===== src/rtl/bus_xcvr_pkg.sv =====
// bus_xcvr_pkg: state encoding and parameter defaults shared by bus_xcvr_seq.
package bus_xcvr_pkg;
  typedef enum logic [2:0] {IDLE, SETUP, STROBE, HOLD, TURN} state_t;
  localparam int TURN_CYCLES_DEF = 1;
  localparam int TIMEOUT_DEF = 255;
endpackage


===== src/rtl/bus_xcvr_seq.sv =====
// bus_xcvr_seq: transfer sequencer for a bidirectional bus transceiver with strobe_n/dtack_n handshake.
// Define BUS_XCVR_SEQ_TIMEOUT_EN to bound the dtack_n wait to TIMEOUT STROBE cycles.
module bus_xcvr_seq
  import bus_xcvr_pkg::*;
#(
  parameter int TURN_CYCLES = TURN_CYCLES_DEF,
  parameter int TIMEOUT = TIMEOUT_DEF
) (
  input  logic       clk,
  input  logic       reset_n,
  input  logic       req,
  input  logic       we,
  input  logic [7:0] wdata,
  output logic       ack,
  output logic       err,
  output logic [7:0] rdata,
  output logic       busy,
  output logic       T_n,
  output logic       R_n,
  output logic [7:0] a_out,
  output logic       a_oe,
  input  logic [7:0] a_in,
  output logic       strobe_n,
  input  logic       dtack_n
);
  state_t state;
  logic [3:0] tc;
  logic lwe;
  logic [7:0] lwd;
  logic dir;
  logic timeout;
  if (TURN_CYCLES < 1 || TURN_CYCLES > 15 || TIMEOUT < 1 || TIMEOUT > 255) begin : g_bad_param
    $error("bus_xcvr_seq: TURN_CYCLES or TIMEOUT out of range");
  end
`ifdef BUS_XCVR_SEQ_TIMEOUT_EN
  logic [7:0] cnt;
  logic to_flag;
  assign timeout = cnt == 8'(TIMEOUT - 1);
  always_ff @(posedge clk or negedge reset_n)
    if (!reset_n) begin
      cnt <= '0;
      to_flag <= 1'b0;
    end else if (state == SETUP) begin
      cnt <= '0;
      to_flag <= 1'b0;
    end else if (state == STROBE) begin
      cnt <= cnt + 8'd1;
      to_flag <= dtack_n && timeout;
    end
  assign err = state == HOLD && to_flag;
`else
  assign timeout = 1'b0;
  assign err = 1'b0;
`endif
  always_ff @(posedge clk or negedge reset_n)
    if (!reset_n) begin
      state <= IDLE;
      tc <= '0;
      lwe <= 1'b0;
      lwd <= '0;
      rdata <= '0;
    end else begin
      case (state)
        IDLE: if (req) begin
          state <= SETUP;
          lwe <= we;
          lwd <= wdata;
        end
        SETUP: state <= STROBE;
        STROBE: if (!dtack_n) begin
          state <= HOLD;
          if (!lwe) rdata <= a_in;
        end else if (timeout) state <= HOLD;
        HOLD: begin
          state <= TURN;
          tc <= '0;
        end
        TURN: if (tc == 4'(TURN_CYCLES - 1)) state <= IDLE; else tc <= tc + 4'd1;
        default: state <= IDLE;
      endcase
    end
  // Outputs decode straight from state so an async reset releases the bus at once.
  assign dir = state == SETUP || state == STROBE || state == HOLD;
  assign T_n = !(dir && lwe);
  assign R_n = !(dir && !lwe);
  assign a_oe = dir && lwe;
  assign a_out = a_oe ? lwd : '0;
  assign strobe_n = state != STROBE;
  assign ack = state == HOLD;
  assign busy = state != IDLE;
endmodule


===== config.mk =====
export PLATFORM = sky130hd
export DESIGN_NAME = bus_xcvr_seq
export DESIGN_NICKNAME = d
export VERILOG_FILES = /design/src/rtl/bus_xcvr_pkg.sv /design/src/rtl/bus_xcvr_seq.sv
export SDC_FILE = /design/constraint.sdc
export NUM_CORES = 1
export LEC_CHECK = 0
export ABC_AREA = 1
export CORE_ASPECT_RATIO = 1.2
export CORE_MARGIN = 4
export CORE_UTILIZATION = 25
export CTS_BUF_LIST = sky130_fd_sc_hd__clkbuf_4 sky130_fd_sc_hd__clkbuf_8
export CTS_CLUSTER_DIAMETER = 50
export DETAILED_ROUTE_END_ITERATION = 12
export GPL_TIMING_DRIVEN = 1
export SLEW_MARGIN = 20
export SYNTH_ARGS = -nofsm -noshare
export SYNTH_HDL_FRONTEND = slang
export SYNTH_SLANG_ARGS = --single-unit

===== constraint.sdc =====
create_clock -name clk -period 1.2 [get_ports clk]
set_input_delay 0.12 -clock clk [delete_from_list [all_inputs] [get_ports clk]]
set_output_delay 0.12 -clock clk [all_outputs]
set_load 0.02 [all_outputs]

# == Word level (Yosys, flattened, before mapping) ==
# Cells that the tools add are included.
# word_totals
ff_bits,24
word_cells,39
# classes
add_sub_neg,1
eq_ne,9
mux,7
n_bitwise,2
reduce_logical,15
# op_table
operator,count
one-hot mux 3 bit (5 select lines),1
2-to-1 mux 3 bit,3
2-to-1 mux 8 bit,1
"inequality test 2 bit, second input constant",4
one-hot mux 4 bit (2 select lines),1
"equality test 3 x 2 -> 1 bit, second input constant",2
AND reduction 3 bit,2
"adder 4 x 1 -> 4 bit, second input constant",1
zero test 4 bit,1
2-to-1 mux 4 bit,1
AND reduction 2 bit,2
"equality test 3 x 1 -> 1 bit, second input constant",1
"equality test 3 bit, second input constant",1
zero test 1 bit,3
zero test 3 bit,1
"inequality test 3 x 2 -> 1 bit, second input constant",1
nonzero test 3 bit,1
logical AND 1 bit,2
logical OR 1 bit,2
inverter 1 bit,2
nonzero test 2 bit,1

# == Depth between registers and ports, before layout ==
# Gate-level depths: netlist (run 1).
# depth
ltp_word,5
mapped_depth,6

# == Least setup slack after synthesis (run 1) ==
# Ideal clock, no wire load.
# synth_timing
path_type,reg-to-output
start,register state[2]
end,output port a_out[0]
t_arrival_ns,1.165
setup_slack_ns,-0.085
stages_incl_launch_ff,4
cell_sequence,dfrtp_1 > inv_1 > nand3_2 > nor2_1
# synth_between
elab_chain_cells,5
elab_cells_between_ends,7
classes_between,3 x eq/ne; 1 x mux; 3 x reduce/logical
# synth_lines
element,line,source
"start, declared",bus_xcvr_seq.sv:26,state_t state;
"start signal, assigned",bus_xcvr_seq.sv:57,state <= IDLE;
"start signal, assigned",bus_xcvr_seq.sv:65,state <= SETUP;
"start signal, assigned",bus_xcvr_seq.sv:69,SETUP: state <= STROBE;
equality test 3 x 1 -> 1 bit or equality test 3 x 2 -> 1 bit (tied branches),bus_xcvr_seq.sv:83,assign dir = state == SETUP || state == STROBE || state == HOLD;
logical OR 1 bit,bus_xcvr_seq.sv:83,
logical OR 1 bit (*),bus_xcvr_seq.sv:83,
logical AND 1 bit (*),bus_xcvr_seq.sv:86,assign a_oe = dir && lwe;
2-to-1 mux 8 bit (*),bus_xcvr_seq.sv:87,assign a_out = a_oe ? lwd : '0;
"end, declared",bus_xcvr_seq.sv:20,"output logic [7:0] a_out,"
# Mark *: on every way between the ends. The rest lies on a longest branch, timed or not.

# == Final worst setup path (run 1) ==
# layout_timing
start,register state[0]
end,output port busy
# layout_between
elab_chain_cells,1
# layout_lines
element,line,source
nonzero test 3 bit,bus_xcvr_seq.sv:90,assign busy = state != IDLE;
"end, declared",bus_xcvr_seq.sv:17,"output logic busy,"
# No other way between the ends.

==> PnR_summary.wiki, run 1 <==
{| class="wikitable"
! Metric !! Value
|-
| Status || complete, but fails checks
|-
| Violated checks || negative setup slack
|-
| Aggregate negative setup slack || -3920 ps
|-
| Cell with the most instances on the worst path || sky130_fd_sc_hd__buf_6
|-
| Clock latency reported for the late side of the worst-skew pair || 260 ps
|-
| DRT Wirelength || 3130 um
|-
| Most frequent standard cell in the layout excluding fill and tap cells || sky130_fd_sc_hd__nand2_1
|-
| Number of antenna violations at the first check in global routing || 0
|-
| Shortest clock period the worst path allows after layout || 1380 ps
|-
| Layout cells sized above 1 || 44.2%
|-
| Initial DRC count || 15
|-
| Starting density of the core || 26.0%
|-
| Largest delay share family, worst path || buffers and inverters
|-
| Power density normalized to cell area || 2470 mW/mm2
|-
| R2R Path Start || state[0]
|-
| Synthesized netlist net count || 157
|-
| Number of library cell types mapped by synthesis || 23
|-
| Cell at the root of the clock tree || sky130_fd_sc_hd__clkbuf_8
|-
| Flop2flop setup slack || -160 ps
|-
| Library cell contributing the largest single delay on the critical path || sky130_fd_sc_hd__dfrtp_1
|-
| Area growth from synthesis to layout || 78.8%
|-
| Internal power || 3.00 mW
|-
| Simple logic cell fraction of the synthesized area || 32.6%
|-
| Core ar. || 0.00463 mm2
|-
| Total number of clock tree sinks || 24
|-
| Hold_buf cts || 0
|-
| Area used by sequential logic in the layout || 602 um2
|-
| CTS H-tree depth || 1
|-
| Via count of the first global-routing pass || 1,149
|-
| Critical path arrival || 1260 ps
|-
| Part of the power in registers || 23.9%
|-
| Vias post-DR || 1,134
|-
| Number of register bits inferred by synthesis || 24
|-
| Main combinational cell family by area after synthesis || simple AND/OR/NAND/NOR gates
|-
| Clock edge transition at the registers on the reported setup and hold paths || 90 ps
|-
| Number of buffers on the longest clock path || 2
|-
| Final max-slew violation count || 0
|-
| Clock tree from TritonCTS || done
|-
| Cells traversed along the worst timing path || buf_6 > nor2_4 > buf_4 > nand2_1 > buf_6
|-
| Synth Instances || 134
|-
| Logic depth of the worst path, buffers included || 5
|-
| Post-DP HPWL || 2120 um
|-
| Area after detailed placement || 0.00189 mm2
|-
| Finish-stage setup viols || 36
|-
| First-pass GRT wire length || 5110 um
|-
| Synthesized area divided by synthesized cell count || 8.97 um2
|-
| Pin count of the biggest net entering global routing || 25
|-
| Worst-case vdd ir drop || 1.01 mV
|-
| Number of hold violations in the final report || 0
|-
| Final #Nets || 232
|-
| Routed vias/inst || 4.26
|-
| Reg2Reg Depth || 7
|-
| Static power due to leakage || 1.08 nW
|-
| Num ports || 44
|-
| Die X || 71.3 um
|-
| DRC || 0
|-
| Capturing element type of the critical path || output port
|-
| Total non-filler cell area in the finished layout || 0.00215 mm2
|-
| Net switching power of the design || 2.31 mW
|-
| Antenna diode instance count || 0
|-
| Maxcap violations || 0
|-
| Fraction of the mapped netlist area in compound gates || 7.18%
|-
| Most frequent cells in the layout || 24 x sky130_fd_sc_hd__nand2_1, 23 x sky130_fd_sc_hd__dfrtp_1, 21 x sky130_fd_sc_hd__buf_4
|-
| Area share of fa/ha/maj cells after synthesis || 2.08%
|-
| Post-layout worst setup margin || -177 ps
|-
| Final cycle utilization of the critical path || 115%
|-
| Delay of the slowest cell on the worst path || 390 ps
|-
| Number of buffers inserted during clock tree synthesis || 3
|-
| Final setup skew || 0.657 ps
|-
| Req. time, crit path || 1080 ps
|-
| Die ar. || 0.00599 mm2
|-
| Maximum fanout encountered on the critical timing path || 3
|-
| Aggregate global-route resource usage || 10.5%
|-
| Net Sw Frac || 43.5%
|-
| Remaining number of nets flagged by the antenna check after routing || 0
|-
| Number of port buffers || 42
|-
| Per-cell routed wire length || 11.8 um
|-
| Yosys warning total || 0
|-
| Setup repair after global routing missed its margin || true
|-
| Multi-input logic area || 696 um2
|-
| Clock power frac || 10.6%
|-
| Fillcell total || 451
|-
| Post-synthesis mux area share || 0%
|-
| Hold Crit Class || in2async
|-
| DRT Pass-1 Iters || 5
|-
| Rows || 27
|-
| Worst R2R End || lwd[4]
|-
| Share of the synthesized netlist area taken by xor and xnor gates || 0.728%
|-
| Maximum clock frequency || 0.726 GHz
|-
| Worst path bufs/invs || 3
|-
| Grt total ovfl || 0
|-
| Kind of start point of the critical path || flop
|-
| Critical path class || reg2out
|-
| Comb pwr share || 65.5%
|-
| Die boundary height || 84.0 um
|-
| Final weighted congestion of routability-driven global placement || 0.767
|-
| Netlist Area Pre-Place || 0.00120 mm2
|-
| Fraction of the yosys area taken by sequential cells || 49.9%
|}
-- power groups by stage --
stage	logic, mW	clock network [mW]	registers (mW)
floorplan	1.42	0	1.43
finish	3.47	0.563	1.27
global placement	2.99	0	1.26
detailed placement	3.01	0	1.26
global route	3.75	0.607	1.31
CTS	3.19	0.583	1.27
-- synth_stat cells --
cell type | n | area [um2]
sky130_fd_sc_hd__a21oi_2 | 8 | 70.1
sky130_fd_sc_hd__buf_4 | 1 | 7.51
sky130_fd_sc_hd__buf_6 | 1 | 11.3
sky130_fd_sc_hd__conb_1 | 1 | 3.75
sky130_fd_sc_hd__dfrtp_1 | 24 | 601
sky130_fd_sc_hd__ha_1 | 2 | 25.0
sky130_fd_sc_hd__inv_1 | 16 | 60.1
sky130_fd_sc_hd__inv_2 | 2 | 7.51
sky130_fd_sc_hd__nand2_1 | 26 | 97.6
sky130_fd_sc_hd__nand2_2 | 1 | 6.26
sky130_fd_sc_hd__nand2_4 | 2 | 22.5
sky130_fd_sc_hd__nand3_1 | 20 | 100
sky130_fd_sc_hd__nand3_2 | 1 | 10.0
sky130_fd_sc_hd__nand3_4 | 1 | 17.5
sky130_fd_sc_hd__nand3b_1 | 2 | 15.0
sky130_fd_sc_hd__nand4_1 | 1 | 6.26
sky130_fd_sc_hd__nor2_1 | 18 | 67.6
sky130_fd_sc_hd__nor2_2 | 1 | 6.26
sky130_fd_sc_hd__nor2_4 | 2 | 22.5
sky130_fd_sc_hd__nor2_8 | 1 | 20.0
sky130_fd_sc_hd__o21ai_2 | 1 | 8.76
sky130_fd_sc_hd__o21bai_1 | 1 | 7.51
sky130_fd_sc_hd__xor2_1 | 1 | 8.76
-- sequential cells by signal, summed over array words and instances, names as in the netlist --
| name | flops |
|---|---|
| lwd | 8 |
| rdata | 8 |
| tc | 4 |
| state | 3 |
| lwe | 1 |
-- how the worst max path moves through the flow --
stage	startpoint	end	slack, ps
after global routing	state[0]	strobe_n	-240
after CTS	state[2]	strobe_n	-190
after floorplan	state[2]	a_out[1]	20
after detailed placement	state[2]	a_out[7]	-320
after global placement	state[2]	a_out[7]	-320
final	state[0]	busy	-180
-- routing by layer --
metal	wire length, um	vias to the layer above	global-route usage (%)
li1	-	582	-
met1	1430	525	13.4
met2	1540	23	17.0
met3	129	4	2.29
met4	31	0	3.93
met5	0	-	0
-- per-stage QoR --
| stage | instances | worst slack, ps | power [mW] | hold WS [ps] | utilization (%) |
|---|---|---|---|---|---|
| 6_report | 266 | -177 | 5.30 | 206 | 46.4 |
| 2_1_floorplan | 134 | 22.1 | 2.85 | -176 | - |
| 5_1_grt | 266 | -243 | 5.67 | 223 | 46.4 |
| 3_3_place_gp | 255 | -319 | 4.25 | 456 | 40.9 |
| 4_1_cts | 261 | -186 | 5.05 | 210 | 43.7 |
| 3_5_place_dp | 255 | -322 | 4.27 | 462 | 40.9 |
-- what timing repair did --
action	CTS	global route
gates resized for setup	105	20
pin swaps	5	3
setup endpoints to repair	39	37
setup buffers	1	2
cloned	1	3
-- cell type report --
class	instances	area share, %
multi-input combinational	94	32.4
timing repair buffer	68	30.4
sequential	24	28.0
tap	58	3.38
inverter	18	3.26
clock buffer	4	2.56
-- logic make-up (layout without fill, tap and decap cells) --
family / Yosys count / after routing
XOR/XNOR: 1 / 1
adder cells (fa/ha/maj): 2 / 2
buffers and inverters: 20 / 90
AO/OA/AOI/OAI: 10 / 10
other: 1 / 1
AND/OR/NAND/NOR: 76 / 80
flip-flops: 24 / 24
Power figures use the tool's default switching activity.
==> inputs of run 2 (changes only) <==
--- a/config.mk
+++ b/config.mk
@@ -13,7 +13,6 @@
 export CTS_CLUSTER_DIAMETER = 50
 export DETAILED_ROUTE_END_ITERATION = 12
 export GPL_TIMING_DRIVEN = 1
-export SLEW_MARGIN = 20
 export SYNTH_ARGS = -nofsm -noshare
 export SYNTH_HDL_FRONTEND = slang
 export SYNTH_SLANG_ARGS = --single-unit
==> results of run 2 <==
Final layout, timing and power as in run 1 (identical DEF).
